File: config.mk
export PLATFORM = sky130hd
export DESIGN_NAME = dmem_arbiter
export DESIGN_NICKNAME = d
export VERILOG_FILES = /design/src/rtl/dmem_arbiter.sv
export SDC_FILE = /design/constraint.sdc
export NUM_CORES = 1
export LEC_CHECK = 0
export CELL_PAD_IN_SITES_DETAIL_PLACEMENT = 0
export CELL_PAD_IN_SITES_GLOBAL_PLACEMENT = 1
export CORE_MARGIN = 1.5
export CORE_UTILIZATION = 29
export CTS_CLUSTER_DIAMETER = 50
export CTS_CLUSTER_SIZE = 8
export DETAILED_ROUTE_END_ITERATION = 6
export GPL_TIMING_DRIVEN = 0
export PLACE_DENSITY = 0.95
export RECOVER_POWER = 100
export SYNTH_ARGS = -nofsm -noshare
export SYNTH_HDL_FRONTEND = slang
export SYNTH_SLANG_ARGS = --single-unit
export TNS_END_PERCENT = 10
File: constraint.sdc
create_clock -name clk -period 4.5 [get_ports clk]
set_clock_uncertainty 0.05 [all_clocks]
set_input_delay 0.9 -clock clk [delete_from_list [all_inputs] [get_ports clk]]
set_output_delay 0.9 -clock clk [all_outputs]
set_load 0.05 [all_outputs]
File: src/rtl/dmem_arbiter.sv
// Two-CPU round-robin arbiter in front of a single-ported line memory.
// One access at a time walks IDLE -> ISSUE -> WAIT -> DONE, with a WAIT timeout.
`timescale 1ns/1ps

module dmem_arbiter #(
    parameter int unsigned TIMEOUT = 64
) (
    input  logic        clk,
    input  logic        rst,
    input  logic [10:0] cpu0_u_addr,
    input  logic        cpu0_u_re,
    input  logic        cpu0_u_we,
    input  logic [63:0] cpu0_d_line,
    input  logic [10:0] cpu1_u_addr,
    input  logic        cpu1_u_re,
    input  logic        cpu1_u_we,
    input  logic [63:0] cpu1_d_line,
    input  logic        dmem_rdy,
    input  logic [63:0] dmem_rd_data,
    output logic [10:0] dmem_addr,
    output logic        dmem_re,
    output logic        dmem_we,
    output logic [63:0] dmem_wdata,
    output logic [63:0] u_rd_data,
    output logic        cpu0_dmem_permission,
    output logic        cpu1_dmem_permission,
    output logic        cpu0_done,
    output logic        cpu1_done,
    output logic        err
);

    typedef enum logic [1:0] {IDLE, ISSUE, WAIT, DONE} state_t;

    // The WAIT cycle whose increment brings wait_cnt to TIMEOUT-1 is the last one.
    localparam logic [7:0] WAIT_LAST = 8'(TIMEOUT - 2);

    state_t      state_q, state_d;
    logic        owner_q;
    logic        op_we_q;
    logic        abort_q;
    logic        last_grant_q;
    logic [7:0]  wait_cnt_q;

    logic        req0, req1;
    logic        sel;
    logic        accept;
    logic        finish_ok;
    logic        finish_to;

    assign req0 = cpu0_u_re | cpu0_u_we;
    assign req1 = cpu1_u_re | cpu1_u_we;
    assign sel  = (req0 && req1) ? ~last_grant_q : req1;

    // NOTE: every signal written here gets a default first, so no latch is inferred.
    always_comb begin
        state_d   = state_q;
        accept    = 1'b0;
        finish_ok = 1'b0;
        finish_to = 1'b0;
        case (state_q)
            IDLE: begin
                if (dmem_rdy && (req0 || req1)) begin
                    accept  = 1'b1;
                    state_d = ISSUE;
                end
            end
            ISSUE: state_d = WAIT;
            WAIT: begin
                if (wait_cnt_q != 8'd0 && dmem_rdy) begin
                    finish_ok = 1'b1;
                    state_d   = DONE;
                end else if (wait_cnt_q == WAIT_LAST) begin
                    finish_to = 1'b1;
                    state_d   = DONE;
                end
            end
            DONE:    state_d = IDLE;
            default: state_d = IDLE;
        endcase
    end

    // NOTE: sequential state uses <= so every register samples pre-edge values.
    always_ff @(posedge clk) begin
        if (rst) begin
            state_q      <= IDLE;
            owner_q      <= 1'b0;
            op_we_q      <= 1'b0;
            abort_q      <= 1'b0;
            last_grant_q <= 1'b1;
            wait_cnt_q   <= 8'd0;
            dmem_addr    <= 11'd0;
            dmem_wdata   <= 64'd0;
            u_rd_data    <= 64'd0;
        end else begin
            state_q <= state_d;
            if (accept) begin
                owner_q    <= sel;
                op_we_q    <= sel ? cpu1_u_we : cpu0_u_we;
                dmem_addr  <= sel ? cpu1_u_addr : cpu0_u_addr;
                dmem_wdata <= sel ? cpu1_d_line : cpu0_d_line;
                abort_q    <= 1'b0;
            end
            if (state_q == ISSUE)
                wait_cnt_q <= 8'd0;
            else if (state_q == WAIT && wait_cnt_q != 8'hFF)
                wait_cnt_q <= wait_cnt_q + 8'd1;
            if (finish_ok && !op_we_q)
                u_rd_data <= dmem_rd_data;
            if (finish_to)
                abort_q <= 1'b1;
            if (state_q == DONE)
                last_grant_q <= owner_q;
        end
    end

    // All 1-bit outputs decode registered state only.
    assign dmem_re              = (state_q == ISSUE) && !op_we_q;
    assign dmem_we              = (state_q == ISSUE) &&  op_we_q;
    assign cpu0_dmem_permission = (state_q != IDLE) && !owner_q;
    assign cpu1_dmem_permission = (state_q != IDLE) &&  owner_q;
    assign cpu0_done            = (state_q == DONE) && !owner_q;
    assign cpu1_done            = (state_q == DONE) &&  owner_q;
    assign err                  = (state_q == DONE) &&  abort_q;

endmodule

==> results of run 1 <==
[synth_stat cells, types with 2 or more instances]
cell type | number | area, um^2
sky130_fd_sc_hd__o21ai_0 | 4 | 20.0
sky130_fd_sc_hd__mux2i_1 | 77 | 771
sky130_fd_sc_hd__nor2_1 | 89 | 334
sky130_fd_sc_hd__nand2_1 | 130 | 488
sky130_fd_sc_hd__clkbuf_1 | 36 | 135
sky130_fd_sc_hd__nand4_1 | 4 | 25.0
sky130_fd_sc_hd__nor2b_1 | 2 | 12.5
sky130_fd_sc_hd__and3_1 | 2 | 12.5
sky130_fd_sc_hd__or3_1 | 2 | 12.5
sky130_fd_sc_hd__buf_6 | 6 | 67.6
sky130_fd_sc_hd__buf_2 | 13 | 65.1
sky130_fd_sc_hd__xnor2_1 | 5 | 43.8
sky130_fd_sc_hd__a211oi_1 | 76 | 571
sky130_fd_sc_hd__dfxtp_1 | 153 | 3060
sky130_fd_sc_hd__and2_1 | 3 | 18.8
sky130_fd_sc_hd__or2_2 | 2 | 12.5
sky130_fd_sc_hd__inv_1 | 9 | 33.8
sky130_fd_sc_hd__nand3_1 | 3 | 15.0
sky130_fd_sc_hd__nand2b_1 | 3 | 18.8
sky130_fd_sc_hd__ha_1 | 7 | 87.6
sky130_fd_sc_hd__a21oi_1 | 68 | 340
[worst max-delay path, cell delays in order]
cell and delay [ns]:
sky130_fd_sc_hd__dlygate4sd3_1 0.60, sky130_fd_sc_hd__o21ai_0 0.85, sky130_fd_sc_hd__buf_2 0.48, sky130_fd_sc_hd__clkbuf_1 0.63, sky130_fd_sc_hd__mux2i_1 0.21, sky130_fd_sc_hd__a211oi_1 0.27
[cells by family (layout without fill, tap and decap cells)]
kind of cell,Yosys count,count (layout),synth area share [%]
compound gates,160,160,16.7
xor+xnor,6,6,0.833
buf+inv,65,463,4.84
fa+ha+maj,7,7,1.39
flops,153,153,48.6
simple gates,243,243,15.5
mux,77,77,12.2
[worst max-delay path by stage]
stage | slack [ns] | end | cells past startpoint
2_1_floorplan | 2.20 | cpu1_dmem_permission | 3
3_3_place_gp | 0.81 | dmem_addr[2]$_SDFFE_PP0P_ | 7
3_5_place_dp | 0.78 | dmem_wdata[1]$_SDFFE_PP0P_ | 7
4_1_cts | 1.22 | dmem_wdata[13]$_SDFFE_PP0P_ | 7
5_1_grt | 0.55 | dmem_wdata[5]$_SDFFE_PP0P_ | 6
6_report | 0.85 | dmem_wdata[7]$_SDFFE_PP0P_ | 6
[layout by cell type, fill, tap and decap left out, drive strengths merged, types with 2 or more instances in the layout]
cell	netlist	routed
nor2	89	89
clkinvlp	0	3
nor2b	2	2
nand2b	3	3
dfxtp	153	153
or2	2	2
bufinv	0	4
xnor2	5	5
a211oi	76	76
nand2	130	130
mux2i	77	77
dlygate4sd3	0	148
inv	9	12
and3	2	2
clkdlybuf4s50	0	218
and2	3	3
clkinv	0	2
o21ai	5	5
nand3	3	3
buf	20	15
nand4	4	4
a21oi	68	68
clkbuf	36	61
or3	2	2
ha	7	7
[power by group]
group / total, mW / internal [mW] / switching, mW
logic: 2.08 / 0.707 / 1.37
registers: 1.69 / 1.58 / 0.111
clock network: 1.54 / 0.940 / 0.598
[metal layers]
| layer | vias to the layer above | GRT usage [%] | part of all wire, % |
|---|---|---|---|
| li1 | 3242 | - | - |
| met1 | 2872 | 22.4 | 39 |
| met2 | 298 | 34.3 | 50 |
| met3 | 35 | 5.27 | 8.3 |
| met4 | 0 | 8.09 | 2.4 |
| met5 | - | 0 | 0 |
[sequential cells by signal, summed over array words and instances (netlist names)]
name / count
dmem_wdata: 64
u_rd_data: 64
dmem_addr: 11
state_q: 2
last_grant_q: 1
owner_q: 1
op_we_q: 1
wait_cnt_q: 8
abort_q: 1
[cell type report]
type / instances / area, um^2 / area share [%]
Clock buffer: 20 / 437 / 3.99
Inverter: 9 / 33.8 / 0.309
Clock inverter: 12 / 191 / 1.75
Sequential cell: 153 / 3060 / 28.0
Tap cell: 275 / 344 / 3.15
Timing Repair Buffer: 366 / 3660 / 33.5
Buffer: 56 / 267 / 2.44
Multi-Input combinational cell: 493 / 2940 / 26.9
==> summary.md, run 1 <==
Cells fill 51.7% of the core in the end. The clock-pin transition on the worst setup and hold timing paths is 0.06 ns. For this design the static power due to leakage is 4.64 nW.

The tree is rooted in a sky130_fd_sc_hd__clkbuf_16. The tools report the max-slew violation total from the final report as 0. The worst setup path is launched from a primary input.

The logs give 6322 for the number of global-route vias before repair and 0 for the number of setup buffers added after CTS. The floorplan step set the die width to 150 um. The worst setup margin came out at 0.845 ns. The sum of negative setup slack came out at 0 ns. The mapped netlist covers 6310 um^2.

For this run the aggregate overflow at the end of global routing stands at 0. The run finished with clean final reports. Startpoint of the most critical hold path: u_rd_data[18]$_SDFFE_PP0P_.

The reg-to-reg startpoint was state_q[0]$_SDFFE_PP0P_. The logs give 28.0% for the headroom to the max-slew limit and 38 for the distinct cell type count after synthesis. In this run the deepest clock path goes through 2 buffers. The worst setup path is captured at a flop. TritonCTS built the clock tree. The worst hold path depth works out to 2. During I/O placement, the number of pins put on the boundary was 367. Entering global routing, the biggest net connects 17 pins. The logic depth of the worst register-to-register path is 8, and the placeable core region is 21200 um^2.

The tools report the required time of the critical path as 4.78 ns. The endpoint of the most critical register-to-register path is dmem_wdata[1]$_SDFFE_PP0P_. The final critical path time including I/O delays and setup is 3.65 ns, and the overall die area is 22600 um^2. The run gives 153 as the count of clock tree sinks.

The critical path starts at cpu1_u_re. Setup repair after global routing left no endpoint under its margin. The all-layer global routing usage was 19.6%; the count of max-cap constraint violations was 0. The final critical path takes up 81.2% of the cycle. In this run the tool buffered the top-level ports with 366 buffer cells.

Setup violations remaining at the end of the flow were counted as 0. Measured along the y axis, the die boundary spans 150 um. The post-synthesis net count was 939. In the synthesized netlist the dominant register cell turns out to be sky130_fd_sc_hd__dfxtp_1. The HPWL after detailed placement is 17.9 mm. The iteration count of the initial detailed-routing pass is 4. The transition time of the tightest slew-check pin is 1.07 ns. The design draws 5.31 mW. The finished layout holds 1384 standard cells, fillers aside.

At the placement stage, the worst setup path has a slack of 0.781 ns. The final weighted congestion of routability-driven global placement was 0.801; the layout net count was 1324. Counting flops with an async set or reset pin after synthesis yields a share of 0%. In this run, post-CTS repair resized a total of 0 instances.

The maximum fanout encountered on the critical timing path came out at 10. The iteration-0 DRC count of the detailed router is 263. At the worst endpoint, the arrival time is 3.93 ns.

The run gives 0 as the post-cts hold buffer count. The H-tree generated during clock tree synthesis spans 4 levels. The kind of path behind the tightest hold check is reg2reg. Clock latency on the worst-skew pair, taken at its later pin, is 0.42 ns. The final non-filler cell area was 10900 um^2.

Synthesis inferred 153 register bits. The share of the Yosys chip area taken by registers is 48.6%. The run gives 29.8% as the initial core utilization. The number of antenna diodes in the final layout is 0.

IR analysis of the VDD net gives a maximum drop of 0.214 mV. For this run, the number of Yosys warnings is 0. In this run the mean area of a mapped cell was 8.87 um^2. Derived from the worst setup path, the maximum achievable clock frequency is 274 MHz. The via total after detailed routing is 6447, and the number of vias per cell is 4.66. Counting the fill cells in the layout gives 2003.

The number of clock buffers added by TritonCTS is 17. The wire length of the first global-routing pass was 33.5 mm. The area growth from synthesis to layout is 73.4%. The worst setup path category was in2reg.

Worst hold slack after final layout: 0.399 ns. The placed instances occupy a cell area of 10300 um^2. The setup check on the worst reg-to-reg path leaves a slack of 1.76 ns. In the final routed layout, each cell accounts on average for 16.2 um.

In this run, placement finished with an instance count of 1352. For hold timing, the worst endpoint is u_rd_data[18]$_SDFFE_PP0P_. The logs give 0 for the number of antenna violations at the first check in global routing and 0 for the hold violation count in the final report. The run gives 0 as the post-route antenna net violation count. The areal power density over the cells came out at 485 nW/um^2. The tools report the post-detailed-route DRC marker count as 0.

For the routed wire length, the log shows 22.4 mm. For the total number of placement rows, the log shows 53. The post-synthesis cell count was 711; the fraction of layout cells with a size suffix above 1 was 4.33%.

The number of enable flip-flop cells after synthesis came out at 0.
Note: power is estimated with default switching activity, not from simulation.
==> inputs of run 2 (changes only) <==
--- a/config.mk
+++ b/config.mk
@@ -8,12 +8,12 @@
 export CELL_PAD_IN_SITES_DETAIL_PLACEMENT = 0
 export CELL_PAD_IN_SITES_GLOBAL_PLACEMENT = 1
 export CORE_MARGIN = 1.5
-export CORE_UTILIZATION = 29
+export CORE_UTILIZATION = 24
 export CTS_CLUSTER_DIAMETER = 50
 export CTS_CLUSTER_SIZE = 8
 export DETAILED_ROUTE_END_ITERATION = 6
 export GPL_TIMING_DRIVEN = 0
-export PLACE_DENSITY = 0.95
+export PLACE_DENSITY = 0.85
 export RECOVER_POWER = 100
 export SYNTH_ARGS = -nofsm -noshare
 export SYNTH_HDL_FRONTEND = slang
==> constraint.sdc (replaced) <==
create_clock -name clk -period 2.99 [get_ports clk]
set_clock_uncertainty 0.05 [all_clocks]
set_input_delay 0.598 -clock clk [delete_from_list [all_inputs] [get_ports clk]]
set_output_delay 0.598 -clock clk [all_outputs]
set_load 0.05 [all_outputs]
==> run 2 against run 1 <==
Against the previous run:
- final cell count grew 4.3%
- sequential power grew 51%
- flip-flop and latch count is the same
- die area grew 20%
- utilization shrank 9.3 points
- global-route usage shrank 3.0 points
- routed wire length grew 4.2%
- via count shrank 0.74%
- critical path depth shrank 2
- highest routed layer unchanged
==> summary.md, run 2 (synthesis results as in run 1) <==
The overall die area is 27300 um^2 (+20%), and the areal power density over the cells is 717 nW/um^2 (+48%). The layout net count came out at 1324 (unchanged). The largest registers in the layout are dmem_wdata: 64 flops, u_rd_data: 64 flops, dmem_addr: 11 flops. The logs give 0 (unchanged) for the max-slew violation total from the final report and 33.9 mm (+1.1%) for the wire length of the first global-routing pass. The final cycle utilization of the critical path was 94.8%; the post-route antenna net violation count was 0 (unchanged). Number of setup buffers added after CTS: 0 (unchanged). The clock root buffer was sky130_fd_sc_hd__clkbuf_16.

The run gives 5993 (-5.2%) as the number of global-route vias before repair. Number of vias per cell: 4.43 (-4.9%). STA classifies the critical path startpoint as a flop.

The number of antenna violations at the first check in global routing was 0 (unchanged). The sum of negative setup slack was 0 ns (unchanged); the number of buffers created by CTS was 17 (unchanged). Placeable core region: 25900 um^2 (+22%). The initial core utilization was 24.3% (-5.5 points). The headroom to the max-slew limit was 46.7% (+19 points); the logic depth of the worst register-to-register path was 8 (unchanged). Post-detailed-route DRC marker count: 0 (unchanged). Setup repair after global routing left no endpoint under its margin.

The required time of the critical path is 2.34 ns (-2.44 ns). The tools report the total congestion overflow as 0 (unchanged). The path with the worst hold slack has its endpoint at u_rd_data[32]$_SDFFE_PP0P_. The reg-to-reg startpoint is state_q[0]$_SDFFE_PP0P_.

Worst hold path depth: 2 (unchanged). The count of final setup violators is 0 (unchanged), and the growth of design area from synthesis to finish is 74.0%. The average routed wire per standard cell was 16.2 um (about the same). TritonCTS built the clock tree. The tools report the diode insertion count for antenna repair as 0 (unchanged).

The worst setup path is captured at a primary output. The all-layer global routing usage came out at 16.5% (-3.0 points). The largest voltage drop on the vdd net was 0.319 mV (+49%). The floorplan die width is 165 um (+9.7%), and the post-route total power is 7.87 mW (+48%). The post-cts hold buffer count was 0 (unchanged); the final weighted congestion of routability-driven global placement was 0.798 (-0.35%). The hold violation count in the final report was 0 (unchanged); the maximum count of clock buffers along a single path was 2 (unchanged). For the total number of placement rows, the log shows 59 (+11%). The routed wire length came out at 23.4 mm (+4.2%).

The top cell types in the final layout, fill and taps aside, are sky130_fd_sc_hd__clkdlybuf4s50_1 (220), sky130_fd_sc_hd__dfxtp_1 (153), sky130_fd_sc_hd__dlygate4sd3_1 (146). The flow ran to the end, and the final reports show no timing, DRC or antenna violations. The endpoint of the most critical register-to-register path is u_rd_data[36]$_SDFFE_PP0P_. The tools report the leakage power of the design as 4.63 nW (-0.28%).

Static timing analysis puts the maximum clock frequency at 353 MHz. The maximum fanout encountered on the critical timing path came out at 5 (-5). The run gives 2.19 ns (-1.74 ns) as the signal arrival time at the worst endpoint. The tools report the number of gates resized after CTS as 0 (unchanged). The height of the chip works out to 165 um (+9.7%).

The startpoint of the most critical hold path is u_rd_data[32]$_SDFFE_PP0P_. The fraction of layout cells with a size suffix above 1 came out at 4.60% (+0.27 points). The clock-pin transition on the worst setup and hold timing paths was 0.07 ns (about the same); the register-to-register setup slack was 0.44 ns (-1.32 ns).

The final critical path time including I/O delays and setup was 2.83 ns. The transition time of the tightest slew-check pin was 0.789 ns (-0.280 ns). The library cell used most frequently in the layout, excluding fill and tap cells, is sky130_fd_sc_hd__clkdlybuf4s50_1. The number of input and output port buffers inserted works out to 366 (unchanged).

The logs give 17 (unchanged) for the maximum number of pins on one net before global-route repair and 153 (unchanged) for the count of clock tree sinks. The run gives 0.41 ns (about the same) as the clock latency reported for the late side of the worst-skew pair. The tools report the via total after detailed routing as 6399 (-0.74%). The critical path is of the reg2out type. The kind of path behind the tightest hold check is reg2reg. The HPWL after detailed placement was 18.7 mm (+4.6%); the iteration-0 DRC count of the detailed router was 294 (+12%).

The number of top-level design ports was 367 (unchanged). The logs give 2600 (+30%) for the total of fill cells in the finished design and 0 (unchanged) for the count of max-cap constraint violations. The iteration count of the initial detailed-routing pass came out at 4 (unchanged).

The number of H-tree branching levels is 4 (unchanged).
==> run 2: cell count changes in the layout (fill, tap and decap cells not counted), moves of 2 or more <==
| cell | change |
|---|---|
| sky130_fd_sc_hd__inv_6 | +3 |
| sky130_fd_sc_hd__buf_2 | -3 |
| sky130_fd_sc_hd__clkbuf_2 | +3 |
| sky130_fd_sc_hd__bufinv_16 | -3 |
| sky130_fd_sc_hd__inv_8 | +3 |
| sky130_fd_sc_hd__clkbuf_1 | -4 |
| sky130_fd_sc_hd__dlygate4sd3_1 | -2 |
| sky130_fd_sc_hd__clkdlybuf4s50_1 | +2 |
==> run 2: cell type report <==
type	instances	area, um^2	area share, %
repair buffers	366	3660	33.4
flip-flops and latches	153	3060	27.9
multi-input cells	493	2940	26.8
clock buffers	18	439	4.00
well taps	335	419	3.82
plain buffers	56	267	2.43
clock inverters	14	154	1.40
inverters	9	33.8	0.308
==> run 2: where the power goes <==
group | internal (mW) | switching [mW]
combinational | 1.06 | 2.07
sequential | 2.38 | 0.174
clock | 1.21 | 0.981
total | 4.65 | 3.22
==> run 2: worst max path at each step <==
stage                             from                          end  slack [ns]  depth (start not counted)
2_1_floorplan  state_q[0]$_SDFFE_PP0P_         cpu1_dmem_permission        0.99                          3
3_3_place_gp                  dmem_rdy   dmem_wdata[6]$_SDFFE_PP0P_       -0.35                          7
3_5_place_dp                  dmem_rdy  dmem_wdata[12]$_SDFFE_PP0P_       -0.38                          7
4_1_cts                       dmem_rdy   dmem_wdata[6]$_SDFFE_PP0P_        0.06                          7
5_1_grt        state_q[0]$_SDFFE_PP0P_         cpu0_dmem_permission        0.06                          4
6_report       state_q[0]$_SDFFE_PP0P_         cpu0_dmem_permission        0.16                          4
==> run 2: routing by layer <==
layer | global-route usage [%] | up-vias | wire (um)
li1 | - | 3235 | -
met1 | 19.0 | 2878 | 9290
met2 | 29.7 | 272 | 11800
met3 | 5.19 | 14 | 2090
met4 | 3.64 | 0 | 196
met5 | 0 | - | 0
==> run 2: through the flow <==
stage / utilization [%] / instance area [um^2] / worst slack, ns / std cells / hold slack, ns
global placement: 40.1 / 10400 / -0.351 / 1412 / 0.390
floorplan: - / 6310 / 0.993 / 711 / 0.396
global route: 42.4 / 11000 / 0.0557 / 1444 / 0.417
CTS: 42.4 / 11000 / 0.0619 / 1444 / 0.406
finish: 42.4 / 11000 / 0.155 / 1444 / 0.400
detailed placement: 40.1 / 10400 / -0.376 / 1412 / 0.396
==> run 2: worst max-delay path: stages (launching register included) <==
cell and delay, ns:
sky130_fd_sc_hd__dfxtp_1 0.37, sky130_fd_sc_hd__inv_1 0.09, sky130_fd_sc_hd__ha_1 0.28, sky130_fd_sc_hd__nor2_1 0.13
sky130_fd_sc_hd__dlygate4sd3_1 0.90
==> inputs of run 3 (changes only) <==
--- a/config.mk
+++ b/config.mk
@@ -5,6 +5,7 @@
 export SDC_FILE = /design/constraint.sdc
 export NUM_CORES = 1
 export LEC_CHECK = 0
+export ABC_AREA = 1
 export CELL_PAD_IN_SITES_DETAIL_PLACEMENT = 0
 export CELL_PAD_IN_SITES_GLOBAL_PLACEMENT = 1
 export CORE_MARGIN = 1.5
@@ -13,7 +14,7 @@
 export CTS_CLUSTER_SIZE = 8
 export DETAILED_ROUTE_END_ITERATION = 6
 export GPL_TIMING_DRIVEN = 0
-export PLACE_DENSITY = 0.85
+export PLACE_DENSITY = 0.84
 export RECOVER_POWER = 100
 export SYNTH_ARGS = -nofsm -noshare
 export SYNTH_HDL_FRONTEND = slang
==> run 3 against run 2 <==
Against the previous run:
- sequential power about the same
- total power up 11%
- fmax is 0.37% higher
- setup slack improved by 0.011 ns
- die area grew 9.7%
- routed wire length is 19% higher
- non-clock buffer count is 20 higher
- critical path depth is the same
- final cell count up 18%
- critical path type unchanged
- highest routed layer unchanged
==> summary.md, run 3 <==
The flow ran to the end, and the final reports show no timing, DRC or antenna violations. The number of antenna violations at the first check in global routing came out at 0 (unchanged). Average routed wire per standard cell: 16.4 um (+1.1%).

The clock latency reported for the late side of the worst-skew pair came out at 0.42 ns (about the same). The run gives 0 (unchanged) as the diode insertion count for antenna repair. The headroom to the max-slew limit was 54.5% (+7.7 points); the distinct cell type count after synthesis was 24 (-37%). After synthesis, the most frequently instantiated cells are sky130_fd_sc_hd__nand2_1 (250), sky130_fd_sc_hd__dfxtp_1 (153), sky130_fd_sc_hd__inv_1 (81), sky130_fd_sc_hd__nand3_1 (81). The worst hold path depth is 2 (unchanged), and the post-synthesis net count is 1150 (+22%).

The post-cts hold buffer count came out at 0 (unchanged). The number of input and output port buffers inserted was 365 (-0.27%). For the HPWL after detailed placement, the log shows 21.1 mm (+13%). The area of the mapped netlist is 6940 um^2 (+9.9%), and the count of max-cap constraint violations is 0 (unchanged). The largest registers in the layout are dmem_wdata: 64 flops, u_rd_data: 64 flops, dmem_addr: 11 flops. The area growth from synthesis to layout is 66.6%. The library cell used most frequently in the layout, excluding fill and tap cells, is sky130_fd_sc_hd__nand2_1. The tools report the number of gates resized after CTS as 0 (unchanged).

The cell with the most instances after synthesis is sky130_fd_sc_hd__nand2_1. Iteration count of the initial detailed-routing pass: 5 (+1). The first element of the critical path was state_q[0]$_SDFFE_PP0P_. The run gives 5.12 nW (+11%) as the leakage power of the design. The critical path is of the reg2out type.

Maximum clock frequency: 354 MHz (+0.37%). Maximum fanout encountered on the critical timing path: 5 (unchanged). Transition time of the tightest slew-check pin: 0.683 ns (-0.106 ns).

Clock tree synthesis selected as its root buffer the cell sky130_fd_sc_hd__clkbuf_16. The per-instance average area after synthesis is 7.52 um^2 (-15%), and the final critical path time including I/O delays and setup is 2.82 ns (-0.0105 ns). The register-to-register setup slack was 0.58 ns (+0.14 ns); the final cycle utilization of the critical path was 94.4% (-0.35 points). The number of warnings issued by yosys came out at 0 (unchanged). The share of flip-flops with an asynchronous set or reset after synthesis was 0% (unchanged); the setup slack at placement was 0.412 ns (+0.788 ns).

The kind of start point of the critical path is a flop. The count of clock tree sinks was 153 (unchanged). The initial core utilization came out at 24.3% (-0.053 points).

The logs give 0 (unchanged) for the post-route antenna net violation count and 922 (+30%) for the post-synthesis cell count. The clock-pin transition on the worst setup and hold timing paths came out at 0.07 ns (about the same). Reg-to-reg startpoint: state_q[0]$_SDFFE_PP0P_.

TritonCTS built the clock tree. The height of the chip came out at 173 um (+4.8%). In the layout the commonest cells are sky130_fd_sc_hd__nand2_1 (250), sky130_fd_sc_hd__clkdlybuf4s50_1 (218), sky130_fd_sc_hd__dfxtp_1 (153).

The fraction of layout cells with a size suffix above 1 works out to 7.35% (+2.8 points). Setup repair after global routing left no endpoint under its margin. The worst setup path is captured at a primary output.

The number of top-level design ports came out at 367 (unchanged). The iteration-0 DRC count of the detailed router was 443 (+51%). The largest total area in the synthesized netlist belongs to sky130_fd_sc_hd__dfxtp_1. The sequential area share after synthesis was 44.2% (-4.4 points).

In the post-synthesis netlist, the biggest area contributors are sky130_fd_sc_hd__dfxtp_1 (44%), sky130_fd_sc_hd__nand2_1 (14%), sky130_fd_sc_hd__o211ai_1 (8.2%). The logs give 0 (unchanged) for the number of setup buffers added after CTS and 0.334 mV (+4.6%) for the largest voltage drop on the vdd net. Wire length of the first global-routing pass: 43.2 mm (+28%). The final weighted congestion of routability-driven global placement was 0.814 (+2.0%). Endpoint of the most critical register-to-register path: dmem_wdata[26]$_SDFFE_PP0P_. The total congestion overflow was 0 (unchanged); the number of vias per cell was 4.52 (+1.9%). The number of buffers created by CTS came out at 17 (unchanged). Maximum number of pins on one net before global-route repair: 17 (unchanged).

The via total after detailed routing came out at 7692 (+20%). The number of H-tree branching levels came out at 4 (unchanged). The startpoint of the most critical hold path is u_rd_data[58]$_SDFFE_PP0P_.

The run gives 2 (unchanged) as the maximum count of clock buffers along a single path. The hold violation count in the final report came out at 0 (unchanged). The max-slew violation total from the final report was 0 (unchanged); the routed wire length was 27.9 mm (+19%).

The placeable core region was 28500 um^2 (+10%). For the required time of the critical path, the log shows 2.34 ns (about the same). Overall die area: 29900 um^2 (+9.7%). For the post-detailed-route DRC marker count, the log shows 0 (unchanged). The dominant register cell in the synthesized netlist is sky130_fd_sc_hd__dfxtp_1. The total number of placement rows is 62 (+5.1%). The sum of negative setup slack is 0 ns (unchanged). The share of Yosys cell area claimed by the top area cell type is 44.2% (-4.4 points), and the number of enable flip-flop cells after synthesis is 0 (unchanged).

The all-layer global routing usage was 18.4% (+1.9 points). The tools report the worst setup margin as 0.166 ns (+0.0105 ns). The count of final setup violators was 0 (unchanged); the logic depth of the worst register-to-register path was 8 (unchanged). The worst hold endpoint was u_rd_data[58]$_SDFFE_PP0P_. The worst hold slack after final layout was 0.407 ns (+0.00712 ns); the register bit total from synthesis was 153 (unchanged). Floorplan die width: 173 um (+4.8%). The areal power density over the cells was 756 nW/um^2 (+5.4%). Kind of path behind the tightest hold check: reg2reg.

The logs give 7583 (+27%) for the number of global-route vias before repair and 1534 (+16%) for the layout net count. The signal arrival time at the worst endpoint is 2.18 ns (about the same).
-- run 3: cell types whose count changed after synthesis, moves of 16 or more --
| cell | delta |
|---|---|
| sky130_fd_sc_hd__o211ai_1 | +75 |
| sky130_fd_sc_hd__a211oi_1 | -76 |
| sky130_fd_sc_hd__nand3_1 | +78 |
| sky130_fd_sc_hd__nand2_1 | +120 |
| sky130_fd_sc_hd__nor2_1 | -71 |
| sky130_fd_sc_hd__nand4_1 | +62 |
| sky130_fd_sc_hd__mux2i_1 | -77 |
| sky130_fd_sc_hd__inv_1 | +72 |
| sky130_fd_sc_hd__buf_4 | +21 |
| sky130_fd_sc_hd__inv_2 | +16 |
| sky130_fd_sc_hd__clkbuf_1 | -19 |
-- run 3: critical path: stages, from the launching register on --
cell	delay [ns]
sky130_fd_sc_hd__dfxtp_1	0.36
sky130_fd_sc_hd__inv_1	0.09
sky130_fd_sc_hd__ha_1	0.27
sky130_fd_sc_hd__nor2_1	0.11
sky130_fd_sc_hd__dlygate4sd3_1	0.93
-- run 3: worst max-delay path by stage --
stage | to | slack (ns) | depth (start not counted)
after global routing | cpu0_dmem_permission | 0.05 | 4
after floorplan | cpu1_dmem_permission | 1.02 | 3
after detailed placement | dmem_wdata[18]$_SDFFE_PP0P_ | 0.41 | 10
after global placement | dmem_wdata[18]$_SDFFE_PP0P_ | 0.45 | 10
final | cpu0_dmem_permission | 0.17 | 4
after CTS | cpu1_dmem_permission | 0.16 | 4
-- run 3: per-stage QoR --
stage	total power, mW	std cells	utilization (%)	instance area [um^2]
final	8.73	1703	40.5	11600
after global routing	9.24	1703	40.5	11600
after CTS	9.04	1703	40.8	11600
after detailed placement	6.81	1671	38.8	11100
after global placement	6.78	1671	38.8	11100
after floorplan	5.28	922	-	6940
-- run 3: area by class of cell --
cell class                      instances  area [um^2]
Multi-Input combinational cell        595         3000
Clock buffer                           19          443
Clock inverter                         13          136
Tap cell                              384          480
Inverter                               97          364
Sequential cell                       153         3060
Timing Repair Buffer                  365         3650
Fill cell                            2915        17000
Buffer                                 77          417
-- run 3: logic make-up (layout without fill, tap and decap cells) --
logic type / Yosys count / after routing / synth area share [%]
flops: 153 / 153 / 44.2
simple gates: 424 / 424 / 27.4
compound gates: 160 / 160 / 14.4
xor+xnor: 4 / 4 / 0.505
fa+ha+maj: 7 / 7 / 1.26
buf+inv: 174 / 571 / 12.2
-- run 3: power breakdown --
part           switching (mW)  total (mW)  leakage [nW]  internal [mW]
Combinational            2.68        3.98          3.60           1.30
Clock                   0.980        2.18         0.275           1.19
Sequential              0.190        2.58          1.25           2.39
Total                    3.85        8.73          5.12           4.88
-- run 3: metal layers --
layer	up-vias	part of all wire (%)	track usage, %
li1	3860	-	-
met1	3581	45	23.1
met2	215	48	31.2
met3	36	4.5	4.11
met4	0	2.3	6.05
met5	-	0	0
